File: src/rtl/mult_pkg.sv
// Shared definitions for the multiplier issue controller: state encoding,
// datapath widths and the default watchdog limit.
package mult_pkg;

  localparam int OP_W               = 32;
  localparam int PROD_W             = 64;
  localparam int DEF_TIMEOUT_CYCLES = 40;

  typedef enum logic [1:0] {
    IDLE = 2'd0,
    BUSY = 2'd1,
    RESP = 2'd2
  } state_e;

  function automatic logic is_zero_op(input logic [OP_W-1:0] a, input logic [OP_W-1:0] b);
    return (a == {OP_W{1'b0}}) || (b == {OP_W{1'b0}});
  endfunction

endpackage

File: src/rtl/mult_watchdog.sv
// Cycle watchdog for the multiplier: counts enabled cycles since the last clear
// and flags the cycle in which the count equals TIMEOUT_CYCLES-1.
module mult_watchdog #(
  parameter int TIMEOUT_CYCLES = 40
) (
  input  logic clk,
  input  logic reset,
  input  logic clear,
  input  logic enable,
  output logic terminal
);

  localparam int CNT_W = $clog2(TIMEOUT_CYCLES);

  logic [CNT_W-1:0] cnt_r;
  logic [CNT_W-1:0] cnt_nxt_s;

  assign cnt_nxt_s = cnt_r + CNT_W'(1);

  // Count register with a registered terminal flag that tracks the count value.
  always_ff @(posedge clk) begin
    if (reset) begin
      cnt_r    <= {CNT_W{1'b0}};
      terminal <= 1'b0;
    end else if (clear) begin
      cnt_r    <= {CNT_W{1'b0}};
      terminal <= 1'b0;
    end else if (enable && !terminal) begin
      cnt_r    <= cnt_nxt_s;
      terminal <= (cnt_nxt_s == CNT_W'(TIMEOUT_CYCLES - 1));
    end else begin
      cnt_r    <= cnt_r;
      terminal <= terminal;
    end
  end

endmodule

File: src/rtl/mult_issue_ctrl.sv
// Request/response sequencer for the iterative 32x32 signed multiplier.
// Optional build macro MULT_ZERO_BYPASS_EN answers zero-operand requests without launching the multiplier.
module mult_issue_ctrl
  import mult_pkg::*;
#(
  parameter int TAG_W          = 4,
  parameter int TIMEOUT_CYCLES = DEF_TIMEOUT_CYCLES
) (
  input  logic              clk,
  input  logic              reset,
  input  logic              req_valid,
  output logic              req_ready,
  input  logic [OP_W-1:0]   req_op1,
  input  logic [OP_W-1:0]   req_op2,
  input  logic [TAG_W-1:0]  req_tag,
  output logic              mult_begin,
  output logic [OP_W-1:0]   mult_op1,
  output logic [OP_W-1:0]   mult_op2,
  input  logic [PROD_W-1:0] mult_product,
  input  logic              mult_end,
  output logic              rsp_valid,
  input  logic              rsp_ready,
  output logic [OP_W-1:0]   rsp_hi,
  output logic [OP_W-1:0]   rsp_lo,
  output logic [TAG_W-1:0]  rsp_tag,
  output logic              rsp_timeout,
  output logic [OP_W-1:0]   hi_q,
  output logic [OP_W-1:0]   lo_q,
  output logic              busy
);

  state_e          state_r;
  logic [OP_W-1:0] op1_r;
  logic [OP_W-1:0] op2_r;
  logic            wd_clear_s;
  logic            wd_enable_s;
  logic            wd_term_s;

  // Operands stay in the latch registers for the whole BUSY phase.
  assign mult_op1    = op1_r;
  assign mult_op2    = op2_r;
  assign wd_clear_s  = (state_r == IDLE) && req_valid && req_ready;
  assign wd_enable_s = (state_r == BUSY);

  mult_watchdog #(
    .TIMEOUT_CYCLES(TIMEOUT_CYCLES)
  ) u_watchdog (
    .clk     (clk),
    .reset   (reset),
    .clear   (wd_clear_s),
    .enable  (wd_enable_s),
    .terminal(wd_term_s)
  );

  // Controller FSM with all handshake and response outputs registered.
  always_ff @(posedge clk) begin
    if (reset) begin
      state_r     <= IDLE;
      req_ready   <= 1'b1;
      mult_begin  <= 1'b0;
      rsp_valid   <= 1'b0;
      rsp_timeout <= 1'b0;
      rsp_hi      <= {OP_W{1'b0}};
      rsp_lo      <= {OP_W{1'b0}};
      rsp_tag     <= {TAG_W{1'b0}};
      hi_q        <= {OP_W{1'b0}};
      lo_q        <= {OP_W{1'b0}};
      op1_r       <= {OP_W{1'b0}};
      op2_r       <= {OP_W{1'b0}};
      busy        <= 1'b0;
    end else begin
      case (state_r)
        IDLE: begin
          if (req_valid && req_ready) begin
            op1_r     <= req_op1;
            op2_r     <= req_op2;
            rsp_tag   <= req_tag;
            req_ready <= 1'b0;
            busy      <= 1'b1;
`ifdef MULT_ZERO_BYPASS_EN
            if (is_zero_op(req_op1, req_op2)) begin
              rsp_hi      <= {OP_W{1'b0}};
              rsp_lo      <= {OP_W{1'b0}};
              rsp_timeout <= 1'b0;
              rsp_valid   <= 1'b1;
              state_r     <= RESP;
            end else begin
              mult_begin <= 1'b1;
              state_r    <= BUSY;
            end
`else
            mult_begin <= 1'b1;
            state_r    <= BUSY;
`endif
          end
        end
        BUSY: begin
          // The product is final in the very cycle mult_end is seen.
          if (mult_end) begin
            rsp_hi      <= mult_product[PROD_W-1:OP_W];
            rsp_lo      <= mult_product[OP_W-1:0];
            rsp_timeout <= 1'b0;
            rsp_valid   <= 1'b1;
            mult_begin  <= 1'b0;
            state_r     <= RESP;
          end else if (wd_term_s) begin
            rsp_hi      <= {OP_W{1'b0}};
            rsp_lo      <= {OP_W{1'b0}};
            rsp_timeout <= 1'b1;
            rsp_valid   <= 1'b1;
            mult_begin  <= 1'b0;
            state_r     <= RESP;
          end
        end
        RESP: begin
          if (rsp_ready) begin
            if (!rsp_timeout) begin
              hi_q <= rsp_hi;
              lo_q <= rsp_lo;
            end
            rsp_valid <= 1'b0;
            req_ready <= 1'b1;
            busy      <= 1'b0;
            state_r   <= IDLE;
          end
        end
        default: begin
          state_r    <= IDLE;
          req_ready  <= 1'b1;
          mult_begin <= 1'b0;
          rsp_valid  <= 1'b0;
          busy       <= 1'b0;
        end
      endcase
    end
  end

endmodule
File: config.mk
export PLATFORM = sky130hd
export DESIGN_NAME = mult_issue_ctrl
export DESIGN_NICKNAME = d
export VERILOG_FILES = /design/src/rtl/mult_pkg.sv /design/src/rtl/mult_watchdog.sv /design/src/rtl/mult_issue_ctrl.sv
export SDC_FILE = /design/constraint.sdc
export NUM_CORES = 1
export LEC_CHECK = 0
export BUFFER_PORTS_ARGS = -buffer_cell sky130_fd_sc_hd__buf_2
export CAP_MARGIN = 20
export CELL_PAD_IN_SITES_DETAIL_PLACEMENT = 1
export CELL_PAD_IN_SITES_GLOBAL_PLACEMENT = 2
export CORE_MARGIN = 2
export CORE_UTILIZATION = 26
export DETAILED_ROUTE_END_ITERATION = 16
export PLACE_DENSITY_LB_ADDON = 0.1
export SETUP_SLACK_MARGIN = 0.4
export SYNTH_ARGS = -nofsm -noshare
export SYNTH_HDL_FRONTEND = slang
export SYNTH_HIERARCHICAL = 1
export SYNTH_SLANG_ARGS = --single-unit
File: constraint.sdc
create_clock -name clk -period 1.8 [get_ports clk]
set_input_delay 0.09 -clock clk [delete_from_list [all_inputs] [get_ports clk]]
set_output_delay 0.09 -clock clk [all_outputs]
set_load 0.005 [all_outputs]
==> summary.md, run 1 <==
| Metric | Value |
|---|---|
| Antenna diode count | 0 |
| Clock tree root driver cell | clkbuf_16 |
| Via count | 7,254 |
| Portion of the post-synthesis area used by sequential elements | 0.579 |
| PortBufs | 337 |
| Number of flip-flops and latches in the synthesized netlist | 210 |
| Synth Net Count | 930 |
| Final Hold Fails | 0 |
| Vias in the first global route | 7,250 |
| Count of mapped cells out of synthesis | 791 |
| Placeable core region | 27,600 sq um |
| Number of routed nets with antenna violations | 0 |
| Power density over cell area | 992 nW/um^2 |
| Std cell rows | 61 |
| Period minus WS final | 1.35 ns |
| Routed wire length | 27,600 microns |
| Syn_area_per_cell | 9.18 sq um |
| Max-slew violations | 0 |
| Dominant cell type by area after synthesis | dfxtp_1 |
| Count of flip-flops with a built-in enable after synthesis | 0 |
| Reported net switching power | 2760 uW |
| Run status | complete, no violations |
| Achievable frequency | 740 MHz |
| Worst setup path category | flip-flop to flip-flop |
| Maximum VDD drop | 0.686 mV |
| Wire length of the first global-routing pass | 40,100 microns |
| Post-detailed-route via-to-cell ratio | 4.39 |
| Top area cells in the synthesized netlist | dfxtp_1 (58%), nand2_1 (13%), a21oi_1 (8.9%), a22o_1 (7.7%), buf_6 (2.3%) |
| Critical-path cell list | nand4bb_4 -> inv_4 -> buf_16 -> nand2_1 -> a21oi_1 |
| Unrepaired setup endpoints after global routing | true |
| IO Pins | 338 |
| Pin count of the biggest net entering global routing | 135 |
| Data required time of the critical path | 2.24 ns |
| Relative slew margins | 0.550 |
| Most instantiated cells after synthesis | nand2_1 (257), dfxtp_1 (210), a21oi_1 (129) |
| Leading cell type by number of instances after synthesis | nand2_1 |
| Clock Tree Buf Depth | 3 |
| CP Data Arrival Time | 1.79 ns |
| Switching Fraction | 0.236 |
| Number of setup violations in the final report | 0 |
| Share of power burned in combinational logic | 0.112 |
| Clock Latency Late Sink | 0.52 ns |
| Aggregate global-route resource usage | 0.171 |
| Post-route clock period utilization | 0.751 |
| Initial DRC Count | 274 |
| Die X | 171 microns |
| Number of buffers created by CTS | 26 |
| Final estimated routing congestion in global placement | 0.691 |
| Share of total power in the clock network | 0.464 |
| Leading register cell type out of synthesis | dfxtp_1 |
| Chip height | 171 microns |
| Worst Setup End Kind | flip-flop |
| Clock input transition at the sequential cells of the worst setup and hold paths | 0.05 ns |
| Total negative slack | 0 ns |
| # Max-Cap Violations | 0 |
| Initial Util | 0.263 |
| Global route total overflow | 0 |
| Cell-internal power | 8930 uW |
| Total leakage power | 0.00528 uW |
| Number of remaining DRC errors | 0 |
| DRT Pass-1 Iters | 4 |
| Worst-case clock skew | 0.00748 ns |
| Area growth, synth to finish | 62.3% |
| Class of the tightest hold or removal check | primary input to flip-flop |
| Count of synthesis-stage warnings from yosys | 6 |
| Least-Margin Pin Slew | 0.675 ns |
| Die Outline Area | 29,300 sq um |
| Portion of total power attributed to sequential cells | 0.424 |
| Post-DP HPWL | 16,500 microns |
| Number of sinks on the clock net | 210 |
| Netlist area before placement | 7260 sq um |
| Startpoint class of the critical path | flip-flop |
| Top fanout value on the critical path | 34 |
| Post-synth cell types | 35 |
| Share of layout cells above drive strength 1 | 0.346 |
| Total Nets Final | 1,395 |
| CP max stage cell | dfxtp_4 |
| Routed length per placed instance | 16.7 microns |
| Longest individual stage delay on the worst path | 0.38 ns |
| Fraction of synthesized cell area taken by the top area cell type | 0.579 |
| Clock tree from TritonCTS | done |
| Maximum level of the CTS H-tree | 1 |
| Number of antenna violations at the first check in global routing | 0 |
| Post-layout utilization of the core | 0.427 |
| Async set-reset flop share out of synthesis | 0 |
[worst paths after layout]
kind / from / end / slack [ns] / cells past startpoint
setup / recovery: state_r[1] / mult_op2[30] / 0.45 / 5
hold / removal: reset / busy / 0.19 / 3
setup reg to reg: state_r[1] / mult_op2[30] / 0.45 / 5
hold reg to reg: mult_op2[19] / mult_op2[19] / 0.45 / 2
[worst max-delay path, delay by kind of cell, from the launching register on]
family	cells	cell delay (ns)
AOI/OAI and AO/OA	1	0.16
buffers and inverters	2	0.36
and+or+nand+nor	2	0.34
DFF	1	0.38
[area by class of cell]
type | count | area [sq um]
well taps | 378 | 473
multi-input cells | 515 | 2690
clock inverters | 8 | 115
inverters | 5 | 21.3
repair buffers | 498 | 3480
fillers | 3272 | 15800
clock buffers | 37 | 783
flip-flops and latches | 210 | 4220
[power by group through the flow]
| stage | clock [uW] | combinational, uW | sequential [uW] |
|---|---|---|---|
| final | 5420 | 1310 | 4960 |
| after global routing | 5810 | 1440 | 4980 |
| after CTS | 5600 | 1240 | 4960 |
| after detailed placement | 0 | 992 | 5060 |
| after global placement | 0 | 983 | 5060 |
| after floorplan | 0 | 489 | 5060 |
[metrics by stage]
step | worst slack [ns] | std cells | hold WS, ns | cell area [sq um] | power, uW
finish | 0.449 | 1651 | 0.189 | 11800 | 11700
global route | 0.372 | 1651 | 0.220 | 11800 | 12200
CTS | 0.356 | 1641 | 0.106 | 11600 | 11800
detailed placement | 0.352 | 1459 | 0.304 | 9300 | 6050
global placement | 0.369 | 1459 | 0.299 | 9300 | 6040
floorplan | 0.417 | 791 | 0.187 | 7280 | 5550
[placed cells by master, fill, tap and decap left out, types with 4 or more instances in the layout]
cell type        n
buf_12          11
clkbuf_8         7
nand2_2         10
clkinv_2         5
a21oi_1        129
buf_4            6
clkbuf_16       30
xor2_1           5
a21oi_2         10
dfxtp_1        204
a22o_1          64
dfxtp_2          4
dlygate4sd3_1  137
buf_2          336
nor2_1          12
nand2_1        257
[cells by family (layout without fill, tap and decap cells)]
group / after synthesis / in the layout / share of synthesized area
compound gates: 212 / 212 / 0.188
fa+ha+maj: 2 / 2 / 0.00345
xor+xnor: 7 / 7 / 0.00844
buf+inv: 66 / 548 / 0.0572
flops: 210 / 210 / 0.579
simple gates: 294 / 294 / 0.164
[flip-flops by register name, summed over array words and instances (netlist names)]
name and cells:
hi_q 32, lo_q 32, mult_op1 32, mult_op2 32
rsp_hi 32, rsp_lo 32, u_watchdog/cnt_r 6, rsp_tag 4
state_r 2, busy 1, mult_begin 1, req_ready 1
rsp_timeout 1, rsp_valid 1, u_watchdog/terminal 1
[per-layer routing]
layer,part of all wire,up-vias,wire length (microns),GRT usage
met4,0.018,0,492,0.0409
met1,0.44,3400,12100,0.219
met3,0.080,29,2210,0.0555
li1,-,3580,-,-
met5,0,-,0,0
met2,0.46,245,12800,0.279
[timing repair]
| item | 4_1_cts | 5_1_grt |
|---|---|---|
| gates cloned | 1 | 4 |
| buffers inserted | 0 | 5 |
| endpoints found under the hold margin | 138 | 1 |
| resized for setup | 2 | 16 |
| pin swaps | 0 | 3 |
| hold buffers | 136 | 1 |
| endpoints found under the setup margin | 159 | 167 |
Power figures use the tool's default switching activity.
==> inputs of run 2 (changes only) <==
==> constraint.sdc (replaced) <==
create_clock -name clk -period 1.3 [get_ports clk]
set_input_delay 0.065 -clock clk [delete_from_list [all_inputs] [get_ports clk]]
set_output_delay 0.065 -clock clk [all_outputs]
set_load 0.005 [all_outputs]
==> run 2 against run 1 <==
  * Critical path type unchanged
  * Global-route usage is 1.1 points higher
  * Design area up 13%
  * Utilization is 5.5 points higher
  * Maximum frequency grew 0.24%
  * Largest cell class is now buffers
  * Non-clock buffer count is 97 higher
  * Setup slack got worse by 0.50 ns
  * Total power increased by 43%
  * First-iteration DRC count is 10% lower
  * Flip-flop and latch count unchanged
  * Register-to-register slack worse by 0.50 ns
  * Clock skew up 0.0037 ns
  * The flow now finishes with violations (negative setup slack)
==> summary.md, run 2 (synthesized netlist as in run 1, its figures left out) <==
| Metric | Value |
|---|---|
| Commonest non-fill, non-tap cells in the layout | buf_2 (305), nand2_1 (218), dfxtp_1 (160) (was buf_2 (336), nand2_1 (257), dfxtp_1 (204)) |
| Relative slew margins | 0.594 (was 0.550) |
| Die Outline Area | 29,300 sq um (unchanged) |
| Unrepaired setup endpoints after global routing | true (unchanged) |
| Number of antenna violations at the first check in global routing | 0 (unchanged) |
| Pin count of the biggest net entering global routing | 67 (was 135) |
| Maximum level of the CTS H-tree | 1 (unchanged) |
| Period minus WS final | 1.35 ns (about the same) |
| Top fanout value on the critical path | 8 (was 34) |
| Power density over cell area | 1260 nW/um^2 (was 992 nW/um^2) |
| Data required time of the critical path | 1.74 ns (was 2.24 ns) |
| Placeable core region | 27,600 sq um (unchanged) |
| # Max-Cap Violations | 0 (unchanged) |
| Aggregate global-route resource usage | 0.182 (was 0.171) |
| Final estimated routing congestion in global placement | 0.755 (was 0.691) |
| IO Pins | 338 (unchanged) |
| Vias in the first global route | 7,868 (was 7,250) |
| Post-layout utilization of the core | 0.482 (was 0.427) |
| Share of layout cells above drive strength 1 | 0.474 (was 0.346) |
| Number of cell instances on the worst register-to-register path | 5 (unchanged) |
| Die X | 171 microns (unchanged) |
| Via count | 7,693 (was 7,254) |
| Clock tree from TritonCTS | done (unchanged) |
| Std cell rows | 61 (unchanged) |
| Critical-path cell list | nand4bb_4 -> clkinv_8 -> or2_4 -> buf_6 -> a211oi_2 (was nand4bb_4 -> inv_4 -> buf_16 -> nand2_1 -> a21oi_1) |
| Area of the multi-input gates | 2950 sq um (was 2690 sq um) |
| Longest individual stage delay on the worst path | 0.40 ns (was 0.38 ns) |
| Initial DRC Count | 246 (was 274) |
| Least-Margin Pin Slew | 0.609 ns (was 0.675 ns) |
| Run status | finished, violations left (was complete, no violations) |
| Post-DP HPWL | 18,200 microns (was 16,500 microns) |
| Wire length of the first global-routing pass | 42,800 microns (was 40,100 microns) |
| Number of setup violations in the final report | 97 (was 0) |
| PnR worst setup slack | -0.0481 ns (was 0.449 ns) |
| Global route total overflow | 0 (unchanged) |
| PortBufs | 337 (unchanged) |
| Worst setup path category | flip-flop to flip-flop (unchanged) |
| Instance count after placement with tap cells included | 1,491 (was 1,459) |
| CP Data Arrival Time | 1.79 ns (about the same) |
| Total Nets Final | 1,492 (was 1,395) |
| Final Non-Filler Cells | 1,751 (was 1,651) |
| Worst path depth | 5 (unchanged) |
| Clock input transition at the sequential cells of the worst setup and hold paths | 0.06 ns (was 0.05 ns) |
| Startpoint class of the critical path | flip-flop (unchanged) |
| Number of buffers created by CTS | 26 (unchanged) |
| Max-slew violations | 0 (unchanged) |
| Routed length per placed instance | 17.4 microns (was 16.7 microns) |
| Antenna diode count | 0 (unchanged) |
| Post-detailed-route via-to-cell ratio | 4.39 (about the same) |
| Initial Util | 0.263 (unchanged) |
| Chip height | 171 microns (unchanged) |
| Hold-critical path depth | 4 (was 3) |
| Most common cell after layout, fill and taps aside | buf_2 (unchanged) |
| Count of filler cells inserted in the layout | 3,196 (was 3,272) |
| Area growth, synth to finish | 83.3% (was 62.3%) |
| Clock tree root driver cell | clkbuf_16 (unchanged) |
| Post-route clock period utilization | 1.04 (was 0.751) |
| Class of the tightest hold or removal check | primary input to flip-flop (unchanged) |
| Total leakage power | 0.00604 uW (was 0.00528 uW) |
| Register cell area after layout | 4270 sq um (was 4220 sq um) |
| Buffers and inverters on the worst path | 2 (unchanged) |
| Clock Latency Late Sink | 0.52 ns (about the same) |
| Clock Tree Buf Depth | 3 (unchanged) |
| Worst Setup End Kind | flip-flop (unchanged) |
| Number of routed nets with antenna violations | 0 (unchanged) |
| Top delay family on crit path | simple AND/OR/NAND/NOR gates (was flip-flops) |
| Violations in the final reports | negative setup slack |
| Maximum VDD drop | 0.874 mV (was 0.686 mV) |
| Worst-case clock skew | 0.0112 ns (was 0.00748 ns) |
| Achievable frequency | 742 MHz (was 740 MHz) |
| Number of remaining DRC errors | 0 (unchanged) |
| Routed wire length | 30,500 microns (was 27,600 microns) |
| DRT Pass-1 Iters | 4 (unchanged) |
| CP max stage cell | dfxtp_4 (unchanged) |
| Final Hold Fails | 0 (unchanged) |
| Number of sinks on the clock net | 210 (unchanged) |
## run 2: cell types whose count changed in the layout (fill, tap and decap cells not counted), sizes merged
cell          change
clkinvlp          +2
buf              +90
dlymetal6s2s      -1
bufinv            -1
clkinv            +2
inv               -1
clkbuf            +9
## run 2: cell type report
class,count,share of cell area
Clock buffer,38,0.0592
Inverter,5,0.00235
Sequential cell,210,0.321
Tap cell,378,0.0355
Clock inverter,10,0.00789
Timing Repair Buffer,595,0.353
Multi-Input combinational cell,515,0.221
## run 2: routing by layer
layer  GRT usage  part of all wire  vias to the layer above
met5           0                 0                        -
li1            -                 -                     3783
met4      0.0520             0.024                        0
met3      0.0541             0.073                       46
met2       0.314              0.50                      251
met1       0.220              0.40                     3613
## run 2: where the power goes
group / internal [uW] / switching [uW]
clock: 4590 / 2890
combinational: 1310 / 1080
sequential: 6710 / 159
## run 2: tightest hold or removal path, delay by kind of cell
| family | cells | cell delay [ns] |
|---|---|---|
| buffers and inverters | 2 | 0.25 |
| and+or+nand+nor | 2 | 0.17 |
## run 2: stage by stage
step / setup slack [ns] / cell area [sq um] / TNS, ns / total power, uW / hold slack [ns]
2_1_floorplan: -0.0447 / 7320 / -0.0447 / 7710 / 0.154
3_3_place_gp: -0.0150 / 9600 / -0.117 / 8500 / 0.275
3_5_place_dp: -0.0549 / 9600 / -0.472 / 8520 / 0.279
4_1_cts: -0.00555 / 12700 / -0.00785 / 16600 / 0.00240
5_1_grt: -0.0951 / 13300 / -10.14 / 17500 / 0.0159
6_report: -0.0481 / 13300 / -1.89 / 16700 / 0.0149
## run 2: timing repair
action,4_1_cts,5_1_grt
endpoints found under the hold margin,139,0
resized for setup,128,60
hold buffers,137,0
cloned,1,17
pin swaps,17,12
setup endpoints to repair,411,411
buffers inserted,51,6
## run 2: path summary, 6_finish.rpt
path	start	end	slack, ns
worst min-delay path	reset	u_watchdog/terminal	0.01
worst max-delay path	state_r[1]	u_watchdog/cnt_r[1]	-0.05
worst max register to register	state_r[1]	u_watchdog/cnt_r[1]	-0.05
worst min register to register	hi_q[20]	hi_q[20]	0.45
